==> src/rtl/muldiv_unit.sv <==
// Radix-2 iterative multiply/divide unit for the eight RV32M-style ops.
// Define MULDIV_FAST_MUL_EN to compute multiplies in one cycle with a full-width multiplier.
module muldiv_unit #(
    parameter int unsigned DATAWIDTH = 32
) (
    input  logic                 clk,
    input  logic                 rst_n,
    input  logic [DATAWIDTH-1:0] SrcA_i,
    input  logic [DATAWIDTH-1:0] SrcB_i,
    input  logic [2:0]           MulDivCtrl_i,
    input  logic                 Start_i,
    input  logic                 Flush_i,
    input  logic                 ResultReady_i,
    output logic                 Ready_o,
    output logic                 Valid_o,
    output logic [DATAWIDTH-1:0] Result_o
);
    localparam int unsigned W    = DATAWIDTH;
    localparam int unsigned CntW = $clog2(DATAWIDTH + 1);
    localparam logic [W-1:0] MinNeg = {1'b1, {(W - 1){1'b0}}};

    typedef enum logic [1:0] {StIdle, StCalc, StDone} state_e;

    state_e          state_q;
    logic [CntW-1:0] cnt_q;
    logic [2:0]      op_q;
    logic            neg_q;
    // hi_q/lo_q: product (multiply) or remainder/quotient (divide); opnd_q: multiplicand or divisor
    logic [W-1:0]    hi_q, lo_q, opnd_q, result_q;

    logic           is_div, is_rem, a_signed, b_signed, a_neg, b_neg, neg_in;
    logic           div_zero, div_ovf;
    logic [W-1:0]   a_abs, b_abs, spec_res;
    logic           fast_hit;
    logic [W-1:0]   fast_res;

    always_comb begin
        is_div   = MulDivCtrl_i[2];
        is_rem   = MulDivCtrl_i[2] & MulDivCtrl_i[1];
        a_signed = (MulDivCtrl_i == 3'b001) || (MulDivCtrl_i == 3'b010) ||
                   (MulDivCtrl_i == 3'b100) || (MulDivCtrl_i == 3'b110);
        b_signed = (MulDivCtrl_i == 3'b001) || (MulDivCtrl_i == 3'b100) ||
                   (MulDivCtrl_i == 3'b110);
        a_neg    = a_signed & SrcA_i[W-1];
        b_neg    = b_signed & SrcB_i[W-1];
        a_abs    = a_neg ? -SrcA_i : SrcA_i;
        b_abs    = b_neg ? -SrcB_i : SrcB_i;
        // Remainder follows the dividend's sign only
        neg_in   = a_neg ^ (b_neg & ~is_rem);
        div_zero = is_div && (SrcB_i == '0);
        div_ovf  = is_div && !MulDivCtrl_i[0] && (SrcA_i == MinNeg) && (SrcB_i == '1);
        spec_res = '0;
        if (div_zero) begin
            spec_res = is_rem ? SrcA_i : '1;
        end else if (div_ovf) begin
            spec_res = is_rem ? '0 : SrcA_i;
        end
    end

`ifdef MULDIV_FAST_MUL_EN
    logic [2*W-1:0] fast_a, fast_b, fast_prod;
    always_comb begin
        fast_a    = {{W{a_neg}}, SrcA_i};
        fast_b    = {{W{b_neg}}, SrcB_i};
        fast_prod = fast_a * fast_b;
        fast_res  = (MulDivCtrl_i[1:0] == 2'b00) ? fast_prod[W-1:0] : fast_prod[2*W-1:W];
        fast_hit  = !MulDivCtrl_i[2];
    end
`else
    always_comb begin
        fast_res = '0;
        fast_hit = 1'b0;
    end
`endif

    logic [W:0]     mul_sum, div_diff;
    logic           q_bit;
    logic [W-1:0]   hi_n, lo_n, q_fix, r_fix, res_n;
    logic [2*W-1:0] prod_fix;

    always_comb begin
        mul_sum  = {1'b0, hi_q} + (lo_q[0] ? {1'b0, opnd_q} : '0);
        div_diff = {hi_q, lo_q[W-1]} - {1'b0, opnd_q};
        q_bit    = ~div_diff[W];
        if (op_q[2]) begin
            hi_n = q_bit ? div_diff[W-1:0] : {hi_q[W-2:0], lo_q[W-1]};
            lo_n = {lo_q[W-2:0], q_bit};
        end else begin
            hi_n = mul_sum[W:1];
            lo_n = {mul_sum[0], lo_q[W-1:1]};
        end
        prod_fix = neg_q ? -{hi_n, lo_n} : {hi_n, lo_n};
        q_fix    = neg_q ? -lo_n : lo_n;
        r_fix    = neg_q ? -hi_n : hi_n;
        case (op_q)
            3'b000:                 res_n = prod_fix[W-1:0];
            3'b001, 3'b010, 3'b011: res_n = prod_fix[2*W-1:W];
            3'b100, 3'b101:         res_n = q_fix;
            default:                res_n = r_fix;
        endcase
    end

    always_ff @(posedge clk or negedge rst_n) begin
        if (!rst_n) begin
            state_q  <= StIdle;
            cnt_q    <= '0;
            op_q     <= '0;
            neg_q    <= 1'b0;
            hi_q     <= '0;
            lo_q     <= '0;
            opnd_q   <= '0;
            result_q <= '0;
        end else if (Flush_i) begin
            state_q <= StIdle;
            cnt_q   <= '0;
        end else begin
            unique case (state_q)
                StIdle: begin
                    if (Start_i) begin
                        op_q  <= MulDivCtrl_i;
                        neg_q <= neg_in;
                        hi_q  <= '0;
                        if (div_zero || div_ovf) begin
                            result_q <= spec_res;
                            state_q  <= StDone;
                        end else if (fast_hit) begin
                            result_q <= fast_res;
                            state_q  <= StDone;
                        end else begin
                            opnd_q  <= is_div ? b_abs : a_abs;
                            lo_q    <= is_div ? a_abs : b_abs;
                            cnt_q   <= CntW'(W);
                            state_q <= StCalc;
                        end
                    end
                end
                StCalc: begin
                    hi_q  <= hi_n;
                    lo_q  <= lo_n;
                    cnt_q <= cnt_q - CntW'(1);
                    if (cnt_q == CntW'(1)) begin
                        result_q <= res_n;
                        state_q  <= StDone;
                    end
                end
                StDone: begin
                    if (ResultReady_i) state_q <= StIdle;
                end
                default: state_q <= StIdle;
            endcase
        end
    end

    assign Ready_o  = (state_q == StIdle);
    assign Valid_o  = (state_q == StDone);
    assign Result_o = result_q;

endmodule

==> config.mk <==
export PLATFORM = sky130hd
export DESIGN_NAME = muldiv_unit
export DESIGN_NICKNAME = d
export VERILOG_FILES = /design/src/rtl/muldiv_unit.sv
export SDC_FILE = /design/constraint.sdc
export NUM_CORES = 1
export LEC_CHECK = 0
export CAP_MARGIN = 5
export CORE_UTILIZATION = 40
export CTS_CLUSTER_DIAMETER = 60
export CTS_CLUSTER_SIZE = 12
export DETAILED_ROUTE_END_ITERATION = 10
export DONT_BUFFER_PORTS = 1
export SYNTH_ARGS = -nofsm -noshare
export SYNTH_HDL_FRONTEND = slang
export SYNTH_SLANG_ARGS = --single-unit
==> constraint.sdc <==
create_clock -name clk -period 6.58 [get_ports clk]
set_input_delay 1.974 -clock clk [delete_from_list [all_inputs] [get_ports clk]]
set_output_delay 1.974 -clock clk [all_outputs]
set_load 0.01 [all_outputs]
* Word-level counts from Yosys, hierarchy flattened
Index checks and enable logic that the tools add are counted.
** Cells by class
- Add/sub/neg operators :: 8
- Eq/ne operators :: 22
- Mux-type cells :: 35
- Bitwise gates (word level) :: 9
- Reductions and logical operators :: 25
** Operators by type and width (number)
- $mux 32 :: 20
- $pmux 32 s2 :: 3
- $neg 32->32 :: 4
- $pmux 32 s3 :: 1
- $eq 32x32->1 const B :: 2
- $mux 64 :: 1
- $neg 64->64 :: 1
- $add 32x32->33 :: 1
- $sub 33x32->33 :: 1
- $logic_not 32->1 :: 1
- $mux 6 :: 3
- $eq 3x3->1 const B :: 4
- $ne 3x3->1 const B :: 4
- $pmux 6 s2 :: 1
- $reduce_and 3->1 :: 4
- $mux 2 :: 5
- $eq 3x2->1 const B :: 3
- $reduce_and 4->1 :: 2
- $eq 3x1->1 const B :: 2
- $eq 6x1->1 const B :: 1
- $logic_or 1x1->1 :: 6
- $ne 2x2->1 const B :: 3
- $pmux 2 s3 :: 1
- $sub 6x1->6 const B :: 1
- other kinds (15) :: 24
** Storage, ports and cells
- Flip-flop bits (word level) :: 140
- Input bits :: 72
- Output and inout bits :: 34
- Logic and storage cells :: 107

* Depth between registers and ports, before layout
Gate-level depths: netlist of the first run.
- Word-level depth :: 10
- Gate-level depth with buffers :: 27

* Least setup slack after synthesis of the first run
Ideal clock, no wire load.
- Kind :: register to register
- From :: reg op_q[2]
- To :: reg result_q[28] (netlist: Result_o[28])
- Arrival :: 5.811 ns
- Slack :: 0.693 ns
- Stages on the path, launching flop included :: 23
- Buffers on the path :: 10
- Clock period less this slack :: 5.887 ns
- Cells stage by stage :: dfrtp_1 clkbuf_1 buf_2 clkbuf_1 buf_2 buf_2 buf_1 clkbuf_1 buf_1 clkbuf_1 a31oi_1 inv_1 ha_1 nand2_1 or4_1 o311a_1 or3_4 or2_1 buf_2 or3_4 o21a_1 a211o_1 o21ai_1
** Between the ends
- Word-level cells in the longest chain between the ends :: 6
** RTL lines
- start: declaration :: line 26 : logic [2:0] op_q;
- start signal: assignment :: line 120 : op_q <= MulDivCtrl_i;
- $mux 32 :: line 85 : if (op_q[2]) begin
- $neg 64->64, or another cell as far along :: line 92 : prod_fix = neg_q ? -{hi_n, lo_n} : {hi_n, lo_n};
- $mux 64, or another cell as far along :: line 92
- $pmux 32 s3 (*) :: line 95 : case (op_q)
- $mux 32 (*) :: line 141 : if (cnt_q == CntW'(1)) begin
- $pmux 32 s2 (*) :: line 117 : unique case (state_q)
- end signal: assignment :: line 124 : result_q <= spec_res;
- end signal: assignment :: line 127 : result_q <= fast_res;
- end signal: assignment :: line 142 : result_q <= res_n;
- end: declaration :: line 29 : logic [W-1:0] hi_q, lo_q, opnd_q, result_q;
Mark *: on every way between the ends. The rest lies on a longest branch, timed or not. The select of a mux whose other input is x is not followed.
A chain may end at the register's enable or synchronous reset.

* Final worst setup path of the first run
- From :: reg lo_q[0]
- To :: reg result_q[25] (netlist: Result_o[25])
** Between the ends
- Word-level cells in the longest chain between the ends :: 8
** RTL lines
- start: declaration :: line 29
- start signal: assignment :: line 131 : lo_q <= is_div ? a_abs : b_abs;
- start signal: assignment :: line 139 : lo_q <= lo_n;
- $mux 32 :: line 82 : mul_sum = {1'b0, hi_q} + (lo_q[0] ? {1'b0, opnd_q} : '0);
- $add 32x32->33 :: line 82
- $mux 32 :: line 85
- $neg 64->64 / $neg 32->32 (equally long branches) :: line 92, 94
- $mux 64 / $mux 32 (equally long branches) :: line 92, 94
- $pmux 32 s3 (*) :: line 95
- $mux 32 (*) :: line 141
- $pmux 32 s2 (*) :: line 117
Marked as above.

==> results of run 1 <==
[registers in the layout, indices dropped and copies added (netlist names)]
register and cells:
hi_q 32, op_q 3, lo_q 32, opnd_q 32
neg_q 1, cnt_q 6, state_q 2, Result_o 32
[path summary, 6_finish.rpt]
kind	start	cells after the start	slack [ns]	endpoint
min reg2reg	opnd_q[12]	2	0.51	opnd_q[12]
min	opnd_q[12]	2	0.51	opnd_q[12]
max	lo_q[0]	18	0.67	Result_o[25]
max in group asynchronous	rst_n	0	5.06	neg_q
min in group asynchronous	rst_n	0	1.21	opnd_q[31]
max reg2reg	lo_q[0]	18	0.67	Result_o[25]
[synth_stat cells (all sizes together), types with 10 or more instances]
cell type and count:
nand2 260, o21ai 240, nor2 232, a21oi 229, dfrtp 140, xnor2 101
clkbuf 100, xor2 75, ha 71, inv 64, nor3 62, mux2i 53
and2 43, nand3 36, buf 33, nand4 31, a211oi 29, a31oi 26
o31ai 26, a21o 25, nand2b 24, o211ai 23, o221ai 19, or3 19
o21a 17, o41ai 16, a22o 14, and3 12, nor4 12, mux2 11
a221oi 10
[worst register-to-register path: stages (launching register included)]
cell and delay, ns:
dfrtp_1 0.63, and2_1 0.27, ha_1 0.21, fa_1 0.43, a21o_1 0.20, a221oi_1 0.30, buf_4 0.21, o21ai_0 0.26
a31oi_1 0.52, xor2_1 0.22, o221ai_1 0.24, a31o_2 0.35, nor3_1 0.29, nand3_1 0.17, or4b_1 0.61, o31ai_1 0.27
xor2_1 0.10, a211oi_1 0.40, o21ai_1 0.12
[area by class of cell]
class / count / share of cell area [%]
Sequential cell: 140 / 20.59
Clock buffer: 19 / 2.599
Tap cell: 518 / 3.803
Multi-Input combinational cell: 1852 / 67.98
Inverter: 65 / 1.432
Timing Repair Buffer: 56 / 2.467
Antenna cell: 1 / 0.01468
Clock inverter: 13 / 1.116
[stage by stage]
step / cell area, um^2 / worst slack, ns / total power, W / instances / hold WS (ns)
floorplan: 15850 / 0.6927 / 0.007039 / 2190 / 0.4639
global placement: 16410 / 0.6408 / 0.009349 / 2631 / 0.4772
detailed placement: 16410 / 0.7279 / 0.009373 / 2631 / 0.4912
CTS: 17040 / 0.6926 / 0.01050 / 2663 / 0.5056
global route: 17040 / 0.3587 / 0.01137 / 2664 / 0.5444
finish: 17040 / 0.6688 / 0.01072 / 2664 / 0.5054
[cells by family (layout without fill, tap and decap cells)]
family	after synthesis	in the layout	share of synthesized area [%]
other	0	1	0
AOI/OAI and AO/OA	757	757	30.20
DFF	140	140	22.10
buffers and inverters	198	153	4.965
muxes	64	64	4.199
and+or+nand+nor	782	782	22.95
xor gates and xnor gates	176	176	9.725
adders and majority gates	73	73	5.857
[routing by layer]
layer  up-vias  GRT usage (%)  part of all wire (%)
met1      8156          43.09                    43
met3       128          7.029                   8.9
met2       794          49.35                    44
met5         -              0                 0.024
met4         2          13.66                   4.3
li1       7835              -                     -
[power groups by stage]
stage	registers, W	clock network [W]	logic [W]
after floorplan	0.00157	0	0.00546
after global placement	0.00179	0	0.00756
after detailed placement	0.00180	0	0.00757
after CTS	0.00179	0.00109	0.00762
after global routing	0.00185	0.00112	0.00840
final	0.00181	0.00109	0.00783
==> impl_metrics.toml, run 1 <==
[timing]
max_freq_mhz = 169.2
skew_ns = 0.01734
min_period_ns = 5.911
rsz0062_at_grt = "false"
tightest_slew_ns = 1.174
setup_viol = 0
final.setup.tns_ns = 0
maxSlewViolCount = 0
period_share_pct = 89.84
slew_headroom_pct = 21.66
hold_viol = 0

[critical_path]
crit_path_max_incr_delay_ns = 0.63
crit_path_frequent_cell = "xor2_1"
cp_top_family = "compound AO/OA/AOI/OAI gates"
critical_path_class = "flop to flop"
start_kind = "flop"
worstPathRequired_ns = 6.92
crit_chain = "and2_1, ha_1, fa_1, a21o_1, a221oi_1, buf_4, o21ai_0, a31oi_1, xor2_1, o221ai_1, a31o_2, nor3_1, nand3_1, or4b_1, o31ai_1, xor2_1, a211oi_1, o21ai_1"
critPathMaxFanout = 17
worst_setup_path_end_kind = "flop"
slowest_stage = "dfrtp_1"
cp_data_arrival_time_ns = 6.25
path_buf_inv = 1

[yosys]
netlist_area_um2 = 15850
synth_area_leader_cell = "dfrtp_1"
syn-num-nets = 2335
synth-seq-area-share_pct = 22.10
synth_edf_count = 0
synth_cells = 2190
synth_area_leaders = "dfrtp_1 (22%), a21oi_1 (7.1%), o21ai_0 (7.0%)"
avgSynthCellArea_um2 = 7.238
yosys_register_bits = 140
yosysUniqueCellTypes = 97
yosys_warnings = 0
synth_top_area_share_pct = 22.10
async_reset_ff_share_pct = 100.0
ys.flop_type = "dfrtp_1"

[power]
power.density_nw_per_um2 = 629.0
p_comb_share_pct = 73.0
p_leak_nw = 6.797
peakVddDrop_mv = 0.2464
p_switching_w = 0.006076
clock_power_share_pct = 10.1
seq_power_share_pct = 16.9
p_sw_share_pct = 56.69
p_int_w = 0.004642

[die]
row_count = 72
start_util_pct = 40.83
die_w_um = 201.1
core_area_um2 = 38830
dieArea_um2 = 40430
io_pins = 106
die_h_um = 201.1

[drt]
via_per_inst = 6.349
route.detailed.drc = 0
wire_per_inst_um = 24.75
drt-initial-drc-count = 2049
vias = 16920
ant_nets = 0
drt_wl_total_mm = 65.93
first_pass_iters = 6

[finish]
area_growth_pct = 7.506
final_util_pct = 43.89
final_cell_mix = "nand2_1 (257), nor2_1 (230), a21oi_1 (225)"
multiInputGateArea_um2 = 11580
regArea_um2 = 3508
drive_gt1_share_pct = 6.713
final_common_cell = "nand2_1"
fillers = 3999
final_nets = 2277

[run_status]
status = "finished, final reports clean"

[global_routing]
grt_use_total_pct = 32.07
grt_max_degree = 141
antenna_found_initial = 5
grt_overflow = 0
grt_pass1_vias = 15590
grt_pass1_wl_mm = 98.14

[worst_hold_path]
hold_class = "flop to flop"

[clocking]
clk_latency_ns = 0.46
cts_resized = 0
cts.sinks = 140
cts_buffer_depth = 2
cts_setup_buffers = 0
cts_hold_buf = 0
cts_inserted_buffers = 17
cts_htree_levels = 4
cts_tree = "done"
clockRootBuffer = "clkbuf_16"
path_clk_slew_ns = 0.07

[run]
max-cap-violations = 0

[placed_design]
gp_congestion = 0.9777
portBuffers = 0
dp_hpwl_mm = 51.40
Power figures use the tool's default switching activity.
==> inputs of run 2 (changes only) <==
--- a/config.mk
+++ b/config.mk
@@ -10,7 +10,6 @@
 export CTS_CLUSTER_DIAMETER = 60
 export CTS_CLUSTER_SIZE = 12
 export DETAILED_ROUTE_END_ITERATION = 10
-export DONT_BUFFER_PORTS = 1
 export SYNTH_ARGS = -nofsm -noshare
 export SYNTH_HDL_FRONTEND = slang
 export SYNTH_SLANG_ARGS = --single-unit
==> impl_metrics.toml, run 2 (synthesis gave the netlist of run 1 again) <==
[run_status]
status = "finished, final reports clean"

[critical_path]
critical_path_class = "flop to flop"
timing.rr.end = "Result_o[26]"
cp_data_arrival_time_ns = 6.48
worstPathRequired_ns = 6.90
reg2reg_from = "lo_q[31]"
slowest_stage = "o41ai_1"
worst_setup_path_end_kind = "flop"
start_kind = "flop"
reg2reg_setup_slack_ns = 0.43
crit_chain = "inv_1, ha_1, inv_1, fa_1, a211oi_2, o211ai_1, a21oi_4, a2111oi_4, mux2i_1, nor2_1, a21oi_1, ha_1, nand3_1, or2_2, nor3_1, nand2_1, nor2_1, a21oi_1, o41ai_1, xor2_1, a211oi_1, o21ai_1"
reg2regPathDepth = 22
critPathMaxFanout = 5
crit_path_max_incr_delay_ns = 0.49

[drt]
via_per_inst = 6.182
vias = 17130
route.detailed.drc = 0
ant_nets = 0
wire_per_inst_um = 23.91
first_pass_iters = 6
drt_wl_total_mm = 66.26
drt-initial-drc-count = 1973

[clocking]
clk_latency_ns = 0.45
cts_hold_buf = 0
clockRootBuffer = "clkbuf_16"
cts_htree_levels = 4
cts.sinks = 140
cts_inserted_buffers = 17
cts_setup_buffers = 0
cts_tree = "done"
cts_buffer_depth = 2
path_clk_slew_ns = 0.07
cts_resized = 0

[placed_design]
dp_hpwl_mm = 52.52
portBuffers = 105
gp_congestion = 0.9958

[finish]
final_common_cell = "nand2_1"
area_growth_pct = 14.22
final_cell_mix = "nand2_1 (257), nor2_1 (230), a21oi_1 (225)"
fillers = 4016
final_nets = 2384
drive_gt1_share_pct = 6.572

[timing]
hold_viol = 0
skew_ns = 0.01405
maxSlewViolCount = 0
slew_headroom_pct = 18.17
final.setup.tns_ns = 0
max_freq_mhz = 162.5
period_share_pct = 93.51
min_period_ns = 6.153
rsz0062_at_grt = "false"
tightest_slew_ns = 1.226
hold_slack_ns = 0.4971
setup_viol = 0

[run]
max-cap-violations = 0

[worst_hold_path]
min_from = "Result_o[12]"
hold_depth = 2
hold_class = "flop to flop"
hold_path_end = "Result_o[12]"

[die]
start_util_pct = 40.83
die_h_um = 201.1
io_pins = 106
core_area_um2 = 38830
row_count = 72
die_w_um = 201.1
dieArea_um2 = 40430

[global_routing]
grt_use_total_pct = 32.40
grt_pass1_vias = 15970
grt_pass1_wl_mm = 99.28
antenna_found_initial = 1
grt_overflow = 0
grt_max_degree = 87

[power]
power.density_nw_per_um2 = 602.6
peakVddDrop_mv = 0.3021
p_leak_nw = 7.199
==> run 2: cell count changes in the layout (fill, tap and decap cells not counted) <==
cell	delta
clkinv_4	-3
inv_6	+2
buf_12	+3
clkinvlp_4	+3
clkdlybuf4s50_1	+103
buf_6	+1
bufinv_16	-2
clkbuf_8	+1
clkinv_2	-1
==> run 2: worst max path at each step <==
| stage | start | end | slack, ns | cells after the start |
|---|---|---|---|---|
| final | lo_q[31] | Result_o[26] | 0.43 | 22 |
| after global routing | opnd_q[7] | Result_o[4] | 0.06 | 22 |
| after CTS | lo_q[31] | Result_o[26] | 0.49 | 22 |
| after detailed placement | lo_q[31] | Result_o[26] | 0.54 | 22 |
| after global placement | lo_q[31] | Result_o[26] | 0.53 | 22 |
| after floorplan | op_q[2] | Result_o[28] | 0.69 | 22 |
==> run 2: metrics by stage <==
step	util, %	worst slack (ns)	std cells	instance area [um^2]	total power [W]
3_5_place_dp	45.09	0.5413	2738	17510	0.009664
6_report	46.63	0.4268	2771	18110	0.01091
5_1_grt	46.63	0.05614	2770	18100	0.01163
2_1_floorplan	-	0.6927	2190	15850	0.007039
4_1_cts	46.63	0.4944	2770	18100	0.01073
3_3_place_gp	45.09	0.5267	2738	17510	0.009639
==> run 2: layout make-up <==
cell class              count  area, um^2  area share [%]
multi-input cells        1852       11580           63.98
flip-flops and latches    140        3508           19.38
repair buffers            163        1523           8.410
well taps                 518       648.1           3.580
clock buffers              20       456.7           2.522
inverters                  65       244.0           1.348
clock inverters            12       138.9          0.7671
diodes                      1       2.502         0.01382
==> run 2: critical path: cells and delay by family (launching register included) <==
family          cells  cell delay [ns]
simple gates        6             1.67
buf+inv             2             0.18
mux                 1             0.38
fa+ha+maj           3             0.85
flops               1             0.42
compound gates      9             2.41
xor+xnor            1             0.11
==> run 2: metal layers <==
| layer | vias up | track usage (%) | wire length [um] |
|---|---|---|---|
| li1 | 8070 | - | - |
| met1 | 8210 | 42.30 | 28000 |
| met2 | 727 | 51.32 | 29990 |
| met3 | 124 | 6.234 | 5101 |
| met4 | 0 | 15.32 | 3164 |
| met5 | - | 0 | 0 |
==> run 2: where the power goes <==
part           total [W]  internal (W)  leakage, nW  switching [W]
combinational    0.00811       0.00293         5.18        0.00519
sequential       0.00179       0.00125         1.74       0.000539
clock            0.00101      0.000582        0.280       0.000431
total             0.0109       0.00475         7.20        0.00616
